`src/rtl/mem_access_ctrl_pkg.sv`:
```
// Shared types and helpers for the MEM-stage access sequencer.
// Mask encodings match the decoder's byte-mask controls.
package mem_pkg;

  typedef enum logic [1:0] {
    IDLE = 2'd0,
    REQ  = 2'd1,
    DONE = 2'd2
  } state_t;

  typedef enum logic [1:0] {
    F_NONE    = 2'b00,
    F_ALIGN   = 2'b01,
    F_TIMEOUT = 2'b10,
    F_BUSERR  = 2'b11
  } fault_t;

  localparam logic [3:0] MASK_B = 4'b0001;
  localparam logic [3:0] MASK_H = 4'b0011;
  localparam logic [3:0] MASK_W = 4'b1111;

  // Exactly one direction, a known size, and natural alignment for that size.
  function automatic logic access_legal(input logic [3:0] rd, input logic [3:0] wr,
                                        input logic [1:0] ofs);
    logic [3:0] m;
    logic       ok;
    ok = (rd != 4'd0) != (wr != 4'd0);
    m  = (rd != 4'd0) ? rd : wr;
    case (m)
      MASK_B:  ;
      MASK_H:  if (ofs[0]) ok = 1'b0;
      MASK_W:  if (ofs != 2'd0) ok = 1'b0;
      default: ok = 1'b0;
    endcase
    return ok;
  endfunction

  function automatic logic [31:0] store_lanes(input logic [3:0] m, input logic [31:0] w);
    logic [31:0] r;
    case (m)
      MASK_B:  r = {4{w[7:0]}};
      MASK_H:  r = {2{w[15:0]}};
      default: r = w;
    endcase
    return r;
  endfunction

endpackage

```
`src/rtl/mem_access_ctrl_load_align.sv`:
```
// Load lane extraction: shift the addressed byte lane down, keep the access
// width, then sign- or zero-fill. Word loads pass through unchanged.
module mem_load_align
  import mem_pkg::*;
(
  input  logic [31:0] rdata,
  input  logic [1:0]  addr,
  input  logic [3:0]  mask,
  input  logic        sign,
  output logic [31:0] result
);

  logic [31:0] shifted;

  assign shifted = rdata >> {addr, 3'b000};

  always_comb begin
    result = shifted;
    case (mask)
      MASK_B:  result = {{24{sign & shifted[7]}}, shifted[7:0]};
      MASK_H:  result = {{16{sign & shifted[15]}}, shifted[15:0]};
      default: ;
    endcase
  end

endmodule

```
`src/rtl/mem_access_ctrl.sv`:
```
// MEM-stage sequencer: one req/ack bus transaction per load/store, stalling
// the pipeline until the access completes, faults, or times out.
module mem_access_ctrl
  import mem_pkg::*;
#(
  parameter int unsigned TIMEOUT = 255
) (
  input  logic        clk,
  input  logic        rst_n,
  input  logic        stage_valid,
  input  logic [3:0]  mem_read,
  input  logic [3:0]  mem_write,
  input  logic        mem_sign_extend,
  input  logic [31:0] addr,
  input  logic [31:0] wdata,
  output logic        pipe_stall,
  output logic [31:0] load_data,
  output logic        load_valid,
  output logic        fault,
  output logic [1:0]  fault_code,
  output logic        bus_req,
  output logic        bus_we,
  output logic [31:0] bus_addr,
  output logic [3:0]  bus_be,
  output logic [31:0] bus_wdata,
  input  logic        bus_ack,
  input  logic        bus_err,
  input  logic [31:0] bus_rdata,
  output logic [1:0]  state_dbg
);

  localparam logic [15:0] TIMEOUT_LAST = 16'(TIMEOUT - 1);

  // Handshake: bus_req/bus_we/bus_addr/bus_be/bus_wdata are registered and held
  // from the cycle after acceptance until the cycle after ack, err or timeout;
  // bus_ack/bus_err/bus_rdata are only looked at while in REQ, err beats ack.

  state_t      state;
  fault_t      fault_q;
  logic [15:0] cnt;
  logic [1:0]  lat_ofs;
  logic [3:0]  lat_mask;
  logic        lat_sign;
  logic        lat_read;

  logic        access_present;
  logic        legal;
  logic [3:0]  acc_mask;
  logic [31:0] aligned;

  assign access_present = stage_valid && ((mem_read != 4'd0) || (mem_write != 4'd0));
  assign legal          = access_legal(mem_read, mem_write, addr[1:0]);
  assign acc_mask       = (mem_read != 4'd0) ? mem_read : mem_write;

  // Stall drops with reset so a discarded access never holds the pipeline.
  assign pipe_stall = rst_n && (((state == IDLE) && access_present) || (state == REQ));
  assign fault_code = fault_q;
  assign state_dbg  = state;

  mem_load_align u_align (
    .rdata  (bus_rdata),
    .addr   (lat_ofs),
    .mask   (lat_mask),
    .sign   (lat_sign),
    .result (aligned)
  );

  always_ff @(posedge clk or negedge rst_n) begin
    if (!rst_n) begin
      state      <= IDLE;
      fault_q    <= F_NONE;
      cnt        <= 16'd0;
      lat_ofs    <= 2'd0;
      lat_mask   <= 4'd0;
      lat_sign   <= 1'b0;
      lat_read   <= 1'b0;
      load_data  <= 32'd0;
      load_valid <= 1'b0;
      fault      <= 1'b0;
      bus_req    <= 1'b0;
      bus_we     <= 1'b0;
      bus_addr   <= 32'd0;
      bus_be     <= 4'd0;
      bus_wdata  <= 32'd0;
    end else begin
      load_valid <= 1'b0;
      fault      <= 1'b0;
      case (state)
        IDLE: begin
          if (access_present) begin
            if (legal) begin
              lat_ofs   <= addr[1:0];
              lat_mask  <= acc_mask;
              lat_sign  <= mem_sign_extend;
              lat_read  <= (mem_read != 4'd0);
              bus_req   <= 1'b1;
              bus_we    <= (mem_write != 4'd0);
              bus_addr  <= {addr[31:2], 2'b00};
              bus_be    <= acc_mask << addr[1:0];
              bus_wdata <= store_lanes(acc_mask, wdata);
              cnt       <= 16'd0;
              state     <= REQ;
            end else begin
              fault   <= 1'b1;
              fault_q <= F_ALIGN;
              state   <= DONE;
            end
          end
        end
        REQ: begin
          if (bus_err) begin
            bus_req <= 1'b0;
            bus_we  <= 1'b0;
            fault   <= 1'b1;
            fault_q <= F_BUSERR;
            state   <= DONE;
          end else if (bus_ack) begin
            bus_req <= 1'b0;
            bus_we  <= 1'b0;
            if (lat_read) begin
              load_data  <= aligned;
              load_valid <= 1'b1;
            end
            state <= DONE;
          end else if (cnt == TIMEOUT_LAST) begin
            bus_req <= 1'b0;
            bus_we  <= 1'b0;
            fault   <= 1'b1;
            fault_q <= F_TIMEOUT;
            state   <= DONE;
          end else begin
            cnt <= cnt + 16'd1;
          end
        end
        DONE: begin
          fault_q <= F_NONE;
          state   <= IDLE;
        end
        default: state <= IDLE;
      endcase
    end
  end

endmodule

```
`config.mk`:
```
export PLATFORM = sky130hd
export DESIGN_NAME = mem_access_ctrl
export DESIGN_NICKNAME = d
export VERILOG_FILES = /design/src/rtl/mem_access_ctrl_pkg.sv /design/src/rtl/mem_access_ctrl_load_align.sv /design/src/rtl/mem_access_ctrl.sv
export SDC_FILE = /design/constraint.sdc
export NUM_CORES = 1
export LEC_CHECK = 0
export BUFFER_PORTS_ARGS = -buffer_cell sky130_fd_sc_hd__buf_2
export CORE_ASPECT_RATIO = 1.4
export CORE_MARGIN = 2
export CORE_UTILIZATION = 25
export DETAILED_ROUTE_END_ITERATION = 6
export GPL_TIMING_DRIVEN = 0
export PLACE_DENSITY_LB_ADDON = 0.12
export SKIP_LAST_GASP = 1
export SLEW_MARGIN = 15
export SYNTH_ARGS = -nofsm -noshare
export SYNTH_HDL_FRONTEND = slang
export SYNTH_SLANG_ARGS = --single-unit
```
`constraint.sdc`:
```
create_clock -name clk -period 4.39 [get_ports clk]
set_input_delay 0.6585 -clock clk [delete_from_list [all_inputs] [get_ports clk]]
set_output_delay 0.6585 -clock clk [all_outputs]
set_load 0.02 [all_outputs]
```
==> reports/summary.txt <==
Total GRT Usage: 16.3%
Root Driver: clkbuf_16
Fmax achieved: 349 MHz
Synth Area in Compound Gates: 14.7%
Least-Margin Pin Slew: 0.740 ns
CP startpoint kind: register
DRT iter0 DRCs: 187
Global placer's final weighted congestion: 0.758
Crit path DAT: 3.15 ns
Netlist cell types: 53
Io pins: 219
Number of iterations in the first detailed-routing pass: 4
Vias in the first global route: 5835
Routed Antenna Nets: 0
Die H: 191 µm
# DRC: 0
Clock Skew: 0.00964 ns
Die width: 137 µm
Initial core utilization: 25.3%
TritonCTS clock tree: yes
Area growth, synth to finish: 35.0%
CP Max Fanout: 10
Final hold violation count: 0
Sequential element share of the synthesized area: 52.3%
Routed WL: 20.8 mm
CTS-repair resized insts: 0
Metal2 WL: 10.8 mm
Longest Clk Path Bufs: 2
Highest Signal Layer: met4
RSZ-0062 raised after global routing: false
Share of cells above drive strength 1: 28.9%
Most common cell after layout, fill and taps aside: buf_2
Slew HR: 50.7%
Max capacitance violation total: 0
Peak supply drop: 0.000264 V
Post-synthesis mux area share: 6.94%
Simple-Gate Fraction of Synth Area: 22.1%
CP endpoint kind: register
Post-DP Area: 0.00773 mm²
Metal3 WL: 988 µm
Setup violations, final: 0
Syn. warnings: 0
Hold Path Class: in2async
Post-cts hold buffer count: 0
Syn_area_per_cell: 8.97 µm²
Post-Synth XOR/XNOR Area: 0.262%
Ys flop type: dfrtp_1
Tcrit/Tclk final: 65.3%
Via density: 4.58
Clock Pin Slew Worst Setup and Hold Paths: 0.06 ns
H-tree Lvls: 4
Core footprint: 0.0246 mm²
Placed wire-length estimate: 15.6 mm
Metal-1 WL: 8.65 mm
# clock sinks: 130
Hold_ws: 0.150 ns
Post-CTS Setup Inserts: 0
Fraction of the mapped netlist area in adder cells: 0.403%
Status: complete, no violations
Final instance area: 0.00839 mm²
Leakage power total: 4.40 nW
Required time of the critical path: 4.67 ns
First-pass GRT wire length: 32.5 mm
Asr flop ratio synth: 100%
Most frequent cells in the layout: buf_2, nand2_1, dfrtp_1, nor2_1, o21ai_0
Wire length per cell: 16.6 µm
Flop-to-flop setup slack: 1.52 ns
Max-slew violation count: 0
WS Path Type: reg2reg
Nets: 1041
Clk Latency, worst-skew pair: 0.42 ns
Largest net degree at the start of global routing: 77
Tmin final: 2.87 ns
FF+latch count, synth: 130
Die ar.: 0.0262 mm²
TritonCTS Buffers: 17
Num rows: 68
Total gr overflow: 0
Setup TNS: 0 ns
I/O Buffers: 215
Synth Instances: 693
Post-synth EDFFs: 0
Initial antenna violation count: 0
Pwr/cell area: 483 mW/mm²
Post-Syn Area: 0.00622 mm²
Largest family of logic cells by synthesized area: simple AND/OR/NAND/NOR gates
Routed via count: 5753
N_diodes: 0
-- per-layer routing --
layer  vias up  global-route usage, %
met5         -                      0
met4         0                   4.96
met2       160                   28.4
met1      2743                   19.7
li1       2828                      -
met3        22                   3.99
-- Yosys cell counts, types with 2 or more instances --
cell      number  share of area, %
nand3_1        9              0.72
nor2_1        58               3.5
a21o_1         2              0.24
o31ai_1        5              0.60
a21oi_1       45               3.6
o22a_1         8               1.1
nor3_1         6              0.48
nor4b_1        3              0.42
nor3b_1        2              0.24
nand4_1        6              0.60
and3_1         4              0.40
a31oi_1       11               1.1
inv_1          3              0.18
dfrtp_1      130                52
nand2_1      197                12
buf_2          3              0.24
and2_1         2              0.20
mux2i_1       33               5.3
mux2_2         9               1.6
clkbuf_1      37               2.2
nand2b_1       4              0.40
o21ai_0       56               4.5
ha_1           2              0.40
or3_1          6              0.60
buf_4          2              0.24
o21a_1         3              0.36
a211oi_1      10               1.2
nor2b_1       12               1.2
-- final timing paths --
kind	startpoint	to	depth (start not counted)
worst max register to register	state_dbg[1]	load_data[28]	7
worst min register to register	bus_addr[20]	bus_addr[20]	2
worst min-delay path	rst_n	bus_wdata[29]	1
max in group asynchronous	rst_n	load_data[30]	2
min in group clk	addr[31]	bus_addr[31]	3
worst max-delay path	state_dbg[1]	load_data[28]	7
-- state kept, by name, indices dropped and copies added, names as in the netlist --
signal and count:
bus_wdata 32, load_data 32, bus_addr 30, cnt 16, bus_be 4, lat_mask 4, fault_code 2, lat_ofs 2
state_dbg 2, bus_req 1, bus_we 1, fault 1, lat_read 1, lat_sign 1, load_valid 1
-- critical path: stages (launching register included) --
cell	delay (ns)
dfrtp_1	0.39
clkbuf_1	0.22
nand2b_1	0.28
nor3_2	0.57
a21boi_2	0.56
and2_1	0.20
clkbuf_1	0.37
a21oi_1	0.12
-- per-stage QoR --
step	power (mW)	worst slack, ns	utilization [%]	instances
finish	4.05	1.52	34.1	1257
global route	4.27	1.23	34.1	1257
CTS	4.12	1.42	34.1	1257
detailed placement	2.50	1.11	31.4	1225
global placement	2.50	0.0453	31.3	1224
floorplan	2.09	1.98	-	694
-- cell type report --
cell class                      instances  area (µm²)
Buffer                                 44         184
Clock buffer                           24         512
Clock inverter                          8         146
Fill cell                            2653       16200
Inverter                                3        11.3
Multi-Input combinational cell        517        2780
Sequential cell                       130        3250
Tap cell                              315         394
Timing Repair Buffer                  216        1110
-- report_power, final --
part	internal [mW]	switching [mW]
sequential	1.39	0.111
clock	1.04	0.539
combinational	0.351	0.620
-- cells by family (layout without fill, tap and decap cells) --
family | count (synthesis) | in the layout
and+or+nand+nor | 316 | 316
adders and majority gates | 2 | 2
buffers and inverters | 47 | 295
muxes | 42 | 42
other | 1 | 2
xor gates and xnor gates | 1 | 1
DFF | 130 | 130
AOI/OAI and AO/OA | 154 | 154
Power figures use the tool's default switching activity.
